**config.mk**
```make
export PLATFORM = sky130hd
export DESIGN_NAME = vxe_vpu_cmd_dispatch
export DESIGN_NICKNAME = d
export VERILOG_FILES = /design/src/rtl/vxe_vpu_cmd_dispatch.sv
export SDC_FILE = /design/constraint.sdc
export NUM_CORES = 1
export LEC_CHECK = 0
export CELL_PAD_IN_SITES_DETAIL_PLACEMENT = 1
export CELL_PAD_IN_SITES_GLOBAL_PLACEMENT = 1
export CORE_ASPECT_RATIO = 0.7
export CORE_MARGIN = 1.5
export CORE_UTILIZATION = 41
export DETAILED_ROUTE_END_ITERATION = 12
export DONT_BUFFER_PORTS = 1
export PLACE_DENSITY_LB_ADDON = 0.1
export SLEW_MARGIN = 20
export SYNTH_ARGS = -nofsm -noshare
export SYNTH_HDL_FRONTEND = slang
export SYNTH_SLANG_ARGS = --single-unit
```
**constraint.sdc**
```tcl
create_clock -name clk -period 1.6 [get_ports clk]
set_input_delay 0.24 -clock clk [delete_from_list [all_inputs] [get_ports clk]]
set_output_delay 0.24 -clock clk [all_outputs]
set_load 0.01 [all_outputs]
```
**src/rtl/vxe_vpu_cmd_dispatch.sv**
```systemverilog
// ---------------------------------------------------------------------------
// vxe_vpu_cmd_dispatch
//   Initiator side of the VPU execution-unit dispatch protocol. Accepts
//   commands from the control unit, decodes each to REGU, PROD or ACTF and
//   issues a one-cycle disp pulse on a shared registered command bus. Keeps
//   one outstanding command per unit, with its owning thread, so that a
//   second command to a thread waits for the first one's done.
//
// Ports
//   clk, rst                   clock, synchronous active-high reset
//   i_vld/o_rdy                command handshake (o_rdy is combinational)
//   i_op, i_th, i_pl           command opcode, thread, payload
//   o_cmd_op/th/pl             shared command bus, valid during a disp cycle
//   o_<u>_disp, i_<u>_done     per-unit dispatch / completion pulses
//   o_busy                     any unit outstanding (registered)
//   o_err                      one-cycle pulse: illegal opcode or spurious done
//   o_stat_disp, o_stat_stall  only when VXE_VPU_DISP_STATS_EN is defined
//
// Configuration
//   VXE_VPU_DISP_STATS_EN : adds wrapping 32-bit disp and stall counters.
//
// Opcodes mirror the control unit encoding (CU_CMD_*):
//   NOP=0 SETACC=1 SETVL=2 SETEN=3 SETRS=4 SETRT=5 SETRD=6 PROD=7 ACTF=8
// ---------------------------------------------------------------------------
module vxe_vpu_cmd_dispatch #(
  parameter int unsigned NTHREADS = 8,
  parameter int unsigned PL_W     = 48,
  parameter int unsigned TH_W     = $clog2(NTHREADS)
) (
  input  logic            clk,
  input  logic            rst,
  input  logic            i_vld,
  output logic            o_rdy,
  input  logic [4:0]      i_op,
  input  logic [TH_W-1:0] i_th,
  input  logic [PL_W-1:0] i_pl,
  output logic [4:0]      o_cmd_op,
  output logic [TH_W-1:0] o_cmd_th,
  output logic [PL_W-1:0] o_cmd_pl,
  output logic            o_regu_disp,
  input  logic            i_regu_done,
  output logic            o_prod_disp,
  input  logic            i_prod_done,
  output logic            o_actf_disp,
  input  logic            i_actf_done,
  output logic            o_busy,
  output logic            o_err
`ifdef VXE_VPU_DISP_STATS_EN
  ,
  output logic [31:0]     o_stat_disp,
  output logic [31:0]     o_stat_stall
`endif
);

  localparam int unsigned NUNITS = 3;

  localparam logic [4:0] CU_CMD_NOP    = 5'h00;
  localparam logic [4:0] CU_CMD_SETACC = 5'h01;
  localparam logic [4:0] CU_CMD_SETVL  = 5'h02;
  localparam logic [4:0] CU_CMD_SETEN  = 5'h03;
  localparam logic [4:0] CU_CMD_SETRS  = 5'h04;
  localparam logic [4:0] CU_CMD_SETRT  = 5'h05;
  localparam logic [4:0] CU_CMD_SETRD  = 5'h06;
  localparam logic [4:0] CU_CMD_PROD   = 5'h07;
  localparam logic [4:0] CU_CMD_ACTF   = 5'h08;

  // Unit vector bit order: [0]=REGU [1]=PROD [2]=ACTF
  logic [NUNITS-1:0]            u_busy_q, u_busy_d;
  logic [NUNITS-1:0][TH_W-1:0]  u_th_q, u_th_d;
  logic [NUNITS-1:0]            disp_q, disp_d;
  logic [4:0]                   cmd_op_q, cmd_op_d;
  logic [TH_W-1:0]              cmd_th_q, cmd_th_d;
  logic [PL_W-1:0]              cmd_pl_q, cmd_pl_d;
  logic                         busy_q, busy_d;
  logic                         err_q, err_d;

  logic [NUNITS-1:0]            done_c, u_busy_eff_c, tgt_c;
  logic                         th_busy_eff_c, illegal_c, spurious_c, rdy_c, acc_c;

  // Decode, done bypass, ready and next-state computation
  always_comb begin
    done_c        = {i_actf_done, i_prod_done, i_regu_done};
    u_busy_eff_c  = u_busy_q & ~done_c;
    spurious_c    = |(done_c & ~u_busy_q);

    th_busy_eff_c = 1'b0;
    for (int u = 0; u < int'(NUNITS); u++) begin
      if (u_busy_eff_c[u] && (u_th_q[u] == i_th)) th_busy_eff_c = 1'b1;
    end

    tgt_c     = '0;
    illegal_c = 1'b0;
    case (i_op)
      CU_CMD_SETACC, CU_CMD_SETVL, CU_CMD_SETEN,
      CU_CMD_SETRS,  CU_CMD_SETRT, CU_CMD_SETRD: tgt_c = 3'b001;
      CU_CMD_PROD:                               tgt_c = 3'b010;
      CU_CMD_ACTF:                               tgt_c = 3'b100;
      CU_CMD_NOP:                                tgt_c = 3'b000;
      default:                                   illegal_c = 1'b1;
    endcase

    // NOP and illegal opcodes have no target bit, so they wait on the thread only
    rdy_c = ~(th_busy_eff_c | (|(tgt_c & u_busy_eff_c)));
    acc_c = i_vld & rdy_c;

    disp_d   = acc_c ? tgt_c : '0;
    u_busy_d = u_busy_eff_c | disp_d;
    u_th_d   = u_th_q;
    for (int u = 0; u < int'(NUNITS); u++) begin
      if (disp_d[u]) u_th_d[u] = i_th;
    end

    cmd_op_d = '0;
    cmd_th_d = '0;
    cmd_pl_d = '0;
    if (|disp_d) begin
      cmd_op_d = i_op;
      cmd_th_d = i_th;
      cmd_pl_d = i_pl;
    end

    err_d  = spurious_c | (acc_c & illegal_c);
    busy_d = |u_busy_d;
  end

  // Scoreboard and registered outputs
  always_ff @(posedge clk) begin
    if (rst) begin
      u_busy_q <= '0;
      u_th_q   <= '0;
      disp_q   <= '0;
      cmd_op_q <= '0;
      cmd_th_q <= '0;
      cmd_pl_q <= '0;
      busy_q   <= 1'b0;
      err_q    <= 1'b0;
    end else begin
      u_busy_q <= u_busy_d;
      u_th_q   <= u_th_d;
      disp_q   <= disp_d;
      cmd_op_q <= cmd_op_d;
      cmd_th_q <= cmd_th_d;
      cmd_pl_q <= cmd_pl_d;
      busy_q   <= busy_d;
      err_q    <= err_d;
    end
  end

  assign o_rdy       = rdy_c;
  assign o_regu_disp = disp_q[0];
  assign o_prod_disp = disp_q[1];
  assign o_actf_disp = disp_q[2];
  assign o_cmd_op    = cmd_op_q;
  assign o_cmd_th    = cmd_th_q;
  assign o_cmd_pl    = cmd_pl_q;
  assign o_busy      = busy_q;
  assign o_err       = err_q;

`ifdef VXE_VPU_DISP_STATS_EN
  logic [31:0] stat_disp_q, stat_disp_d;
  logic [31:0] stat_stall_q, stat_stall_d;

  // Disp counted at the accepting edge so it is visible alongside the pulse
  always_comb begin
    stat_disp_d  = stat_disp_q + 32'(|disp_d);
    stat_stall_d = stat_stall_q + 32'(i_vld & ~rdy_c);
  end

  always_ff @(posedge clk) begin
    if (rst) begin
      stat_disp_q  <= '0;
      stat_stall_q <= '0;
    end else begin
      stat_disp_q  <= stat_disp_d;
      stat_stall_q <= stat_stall_d;
    end
  end

  assign o_stat_disp  = stat_disp_q;
  assign o_stat_stall = stat_stall_q;
`endif

endmodule
```
==> flow_metrics.env, run 1 <==
export IMPL_synth_net_count=295
export IMPL_die_area_mm2=0.00675
export IMPL_total_power_w=0.00383
export IMPL_grt_pass1_wl_um=10500
export IMPL_irDropWorstVdd_uv=577
export IMPL_startpoint="u_th_q[2]"
export IMPL_end_kind="output pin"
export IMPL_cts_sinks=73
export IMPL_portBuffers=0
export IMPL_root_buffer="clkbuf_8"
export IMPL_avgSynthCellArea_um2=11.0
export IMPL_pin_count=124
export IMPL_drt_pre_antenna_iters=4
export IMPL_dr_first_iter_drc_count=86
export IMPL_max_slew_margin_pct=52.5
export IMPL_hpwl_um=4510
export IMPL_syn_to_final_growth_pct=33.9
export IMPL_coreArea_mm2=0.00587
export IMPL_grt_pass1_vias=1880
export IMPL_tightest_slew_ps=710
export IMPL_setup_viol=66
export IMPL_clk_path_buf_depth=2
export IMPL_hold_violations=0
export IMPL_max_clock_freq_mhz=550
export IMPL_drc=0
export IMPL_ant_nets=0
export IMPL_period_share_pct=114
export IMPL_diodes=0
export IMPL_track_usage_pct=20.8
export IMPL_drive_gt1_share_pct=48.9
export IMPL_clkLatencyLatePin_ps=340
export IMPL_rr_startpoint="u_th_q[3]"
export IMPL_htreeDepth=3
export IMPL_die_w_um=97.6
export IMPL_post_place_ws_ps=-160
export IMPL_rsz0062_at_grt="yes"
export IMPL_fin_setup_tns_ps=-9720
export IMPL_wl_per_cell_um=20.9
export IMPL_clk_pin_slew_ps=80
export IMPL_hold_path_class="input pin to flop"
export IMPL_cts_tree="built"
export IMPL_gr_total_overflow=0
export IMPL_fin_nets=331
export IMPL_ys_ff_latch=73
export IMPL_hp_start="i_pl[0]"
export IMPL_period_needed_ps=1820
export IMPL_status="finished with violations"
export IMPL_die_h_um=69.2
export IMPL_start_util_pct=43.7
export IMPL_ys_warn_count=0
export IMPL_cts_buffers_inserted=9
export IMPL_num_vias=1830
export IMPL_grt_antenna_before_repair=0
export IMPL_holdWs_ps=24.2
export IMPL_startpoint_type="flop"
export IMPL_slew_viol_final=0
export IMPL_fin_cells=349
export IMPL_leakagePower_nw=1.37
export IMPL_violations="negative setup slack"
export IMPL_synthCells=233
export IMPL_drv_cap=0
export IMPL_path_class="flop to output pin"
export IMPL_worstPathArrival_ps=1580
export IMPL_avgViaCountPerCell=5.24
export IMPL_critical_path_peak_fanout=3
export IMPL_crit_required_ps=1360
export IMPL_power_density_mw_per_mm2=1110
export IMPL_syn_area_mm2=0.00257
export IMPL_fp_row_count=23
export IMPL_yosysUniqueCellTypes=37
export IMPL_grt_max_degree=17
export IMPL_routed_wirelength_um=7290
export IMPL_seq_area_frac_synth_pct=56.9
export IMPL_fin_skew_ps=8.57
export IMPL_gp_congestion=0.867
export IMPL_fin_ws_ps=-218
export IMPL_dp_cells=314
what timing repair did:
action                                 CTS  global route
gates cloned                             3             3
hold buffers                             1             2
setup buffers                            8             3
setup endpoints to repair               67            73
endpoints found under the hold margin   16             2
pin swaps                               19            22
gates resized for setup                 27            46
layout by cell type, fill, tap and decap left out, types with 2 or more instances in the layout:
cell / instances
dfxtp_1: 63
and2_4: 42
buf_4: 21
and2_1: 14
dfxtp_2: 10
clkbuf_8: 9
a21oi_1: 8
nand4_1: 7
nor2_1: 7
buf_6: 7
xor2_1: 6
a21oi_2: 6
nor3_1: 4
nand3_1: 4
inv_1: 4
o21ai_2: 4
or4_4: 3
nand2b_1: 3
xnor2_1: 3
o21ai_4: 3
nand3_2: 3
bufinv_16: 3
clkbuf_16: 3
dlygate4sd3_1: 3
nand2b_4: 2
and3_1: 2
or2_1: 2
and3_4: 2
o31ai_4: 2
inv_6: 2
state kept, by name, indices dropped and copies added (netlist names):
signal,flops
o_cmd_op,5
disp_q,3
u_busy_q,3
o_cmd_th,3
u_th_q,9
o_cmd_pl,48
o_err,1
o_busy,1
path summary, 6_finish.rpt:
check | endpoint | slack, ps | cells past startpoint
worst max-delay path | o_rdy | -220 | 3
worst min-delay path | o_cmd_pl[0] | 20 | 1
worst max register to register | o_cmd_pl[39] | -200 | 8
worst min register to register | u_th_q[4] | 470 | 2
stage by stage:
stage | instance area (um^2) | utilization [%]
global placement | 2740 | 46.7
global route | 3440 | 58.5
finish | 3440 | 58.5
CTS | 3190 | 54.4
floorplan | 2610 | -
detailed placement | 2740 | 46.7
area by class of cell:
| type | count | area, um^2 |
|---|---|---|
| Timing Repair Buffer | 37 | 404 |
| Sequential cell | 73 | 1470 |
| Tap cell | 75 | 93.8 |
| Inverter | 4 | 15.0 |
| Multi-Input combinational cell | 144 | 1210 |
| Fill cell | 614 | 2430 |
| Clock inverter | 6 | 113 |
| Clock buffer | 10 | 128 |
cell families after synthesis:
family,Yosys count,synth area share [%]
AO/OA/AOI/OAI,33,8.09
buffers and inverters,16,4.24
AND/OR/NAND/NOR,101,27.5
flip-flops,73,56.9
XOR/XNOR,9,3.07
other,1,0.146
power by group:
part           switching (W)  internal, W  total [W]  leakage, nW
Sequential         0.0000346      0.00185    0.00189        0.596
Combinational      0.0000896     0.000115   0.000204        0.649
Clock               0.000690      0.00105    0.00173        0.121
Total               0.000814      0.00301    0.00383         1.37
synth_stat cells, drive strengths merged:
| master | number | area share, % |
|---|---|---|
| a21boi | 1 | 0.44 |
| a21oi | 14 | 2.7 |
| a222oi | 1 | 0.39 |
| a41oi | 1 | 0.34 |
| and2 | 56 | 16 |
| and3 | 4 | 0.97 |
| buf | 10 | 3.4 |
| clkbuf | 2 | 0.29 |
| conb | 1 | 0.15 |
| dfxtp | 73 | 57 |
| inv | 4 | 0.58 |
| nand2b | 5 | 1.5 |
| nand3 | 8 | 2.0 |
| nand4 | 7 | 1.7 |
| nor2 | 8 | 1.3 |
| nor2b | 2 | 0.49 |
| nor3 | 4 | 0.78 |
| nor4 | 1 | 0.49 |
| o2111ai | 1 | 0.34 |
| o211ai | 1 | 0.29 |
| o21a | 1 | 0.29 |
| o21ai | 8 | 1.7 |
| o31ai | 4 | 1.2 |
| o32a | 1 | 0.39 |
| or2 | 2 | 0.49 |
| or3 | 1 | 0.44 |
| or4 | 3 | 1.0 |
| xnor2 | 3 | 1.0 |
| xor2 | 6 | 2.0 |
metal layers:
metal,global-route usage [%],share of wire (%)
met5,0,0
met2,32.2,48
met1,26.4,43
met4,7.30,1.6
met3,8.37,7.4
critical path: stages (launching register included):
cell     delay [ps]
dfxtp_2         340
xor2_1          160
or4_4           550
and3_4          190
Power figures use the tool's default switching activity.
==> run 2, diff against run 1 <==
Settings changed: CORE_MARGIN 1.5 to default.
==> run 2 against run 1 <==
Net effect: the flow still finishes with violations (negative setup slack); first-iteration DRC count is 51% lower; critical endpoint unchanged; combinational power is 10% lower; die area is 2.5% lower; cell count is 0.57% lower; critical path depth stayed put; sequential power hardly changed; sequential share of layout area is 1.3 points higher; flip-flop and latch count stayed put; cell area is 3.1% lower; routed wire length is 11% lower; clock power is 14% lower; via count is 4.6% lower.
==> flow_metrics.env, run 2 (synthesis results as in run 1) <==
export IMPL_irDropWorstVdd_uv=541
export IMPL_startpoint_type="flop"
export IMPL_num_vias=1746
export IMPL_placed_cell_area_mm2=0.00276
export IMPL_die_area_mm2=0.00658
export IMPL_hold_path_class="input pin to flop"
export IMPL_diodes=0
export IMPL_cts_sinks=73
export IMPL_period_share_pct=113
export IMPL_layout_commonest_cell="dfxtp_1"
export IMPL_clk_pin_slew_ps=80
export IMPL_syn_to_final_growth_pct=29.7
export IMPL_violations="negative setup slack"
export IMPL_hold_violations=0
export IMPL_track_usage_pct=19.4
export IMPL_tightest_slew_ps=811
export IMPL_post_place_ws_ps=-213
export IMPL_max_clock_freq_mhz=552
export IMPL_drc=0
export IMPL_hpwl_um=4610
export IMPL_fp_row_count=23
export IMPL_wl_per_cell_um=18.7
export IMPL_fin_skew_ps=10.2
export IMPL_status="finished with violations"
export IMPL_grt_pass1_wl_um=9100
export IMPL_htreeDepth=3
export IMPL_crit_required_ps=1360
export IMPL_avgViaCountPerCell=5.03
export IMPL_fin_cells=347
export IMPL_worstPathArrival_ps=1570
export IMPL_grt_antenna_before_repair=0
export IMPL_leakagePower_nw=1.30
export IMPL_rsz0062_at_grt="yes"
export IMPL_gr_total_overflow=0
export IMPL_grt_max_degree=30
export IMPL_setup_viol=70
export IMPL_clk_path_buf_depth=2
export IMPL_end_kind="output pin"
export IMPL_gp_congestion=0.845
export IMPL_start_util_pct=43.7
export IMPL_coreArea_mm2=0.00587
export IMPL_total_power_w=0.00356
export IMPL_path_class="flop to output pin"
export IMPL_cts_buffers_inserted=9
export IMPL_drt_pre_antenna_iters=4
export IMPL_period_needed_ps=1810
export IMPL_grt_pass1_vias=1752
export IMPL_fin_nets=329
export IMPL_slew_viol_final=0
export IMPL_fin_ws_ps=-213
export IMPL_most_common_layout_cells="64 x dfxtp_1, 28 x and2_4, 28 x and2_1"
export IMPL_cts_tree="built"
export IMPL_critical_path_peak_fanout=3
export IMPL_pin_count=124
export IMPL_routed_wirelength_um=6490
export IMPL_power_density_mw_per_mm2=1070
export IMPL_hold_path_cell_count=1
export IMPL_largest_reg_flops=48
export IMPL_max_slew_margin_pct=45.8
export IMPL_die_h_um=68.2
export IMPL_reg2reg_setup_slack_ps=-170
export IMPL_root_buffer="clkbuf_8"
export IMPL_drv_cap=0
export IMPL_ant_nets=0
export IMPL_drive_gt1_share_pct=44.1
export IMPL_portBuffers=0
export IMPL_dp_cells=314
export IMPL_dr_first_iter_drc_count=42
export IMPL_holdWs_ps=23.0
export IMPL_reg2reg_depth=7
export IMPL_fin_area_mm2=0.00333
export IMPL_die_w_um=96.6
export IMPL_clkLatencyLatePin_ps=340
run 2: cell type report:
type	count	area, um^2
clock buffer	10	138
clock inverter	6	72.6
fill	611	2540
inverter	4	15.0
multi-input combinational	144	1210
sequential	73	1470
tap	75	93.8
timing repair buffer	35	328
run 2: report_power, final:
| part | switching, W | internal [W] |
|---|---|---|
| clock | 0.000710 | 0.000782 |
| sequential | 0.0000342 | 0.00185 |
| combinational | 0.0000836 | 0.0000993 |
| total | 0.000828 | 0.00274 |
run 2: metrics by stage:
step / util, % / TNS, ps
detailed placement: 47.0 / -10520
global placement: 47.0 / -4270
CTS: 53.7 / -7260
finish: 56.7 / -8790
floorplan: - / -3570
global route: 56.7 / -12770
run 2: timing repair:
| item | CTS | global route |
|---|---|---|
| resized for setup | 26 | 35 |
| setup buffers | 7 | 5 |
| hold buffers | 7 | 0 |
| endpoints found under the setup margin | 69 | 72 |
| gates cloned | 0 | 0 |
| hold endpoints to repair | 22 | 0 |
| pin swaps | 14 | 21 |
run 2: critical path, stage by stage (launching register included):
cell and delay (ps):
dfxtp_1 350, xor2_1 170, or4_4 500, and3_4 220
run 2: path summary, 6_finish.rpt:
path	to	startpoint
setup / recovery	o_rdy	u_th_q[0]
hold / removal	o_cmd_pl[27]	i_pl[27]
setup reg to reg	o_cmd_pl[38]	u_th_q[0]
hold reg to reg	u_th_q[5]	u_th_q[5]
run 2: metal layers:
layer  share of wire, %  wire (um)  up-vias  GRT usage (%)
li1                   -          -      842              -
met1                 43       2810      818           23.3
met2                 48       3120       80           31.0
met3                8.0        519        6           8.44
met4               0.74         48        0           7.17
met5                  0          0        -              0
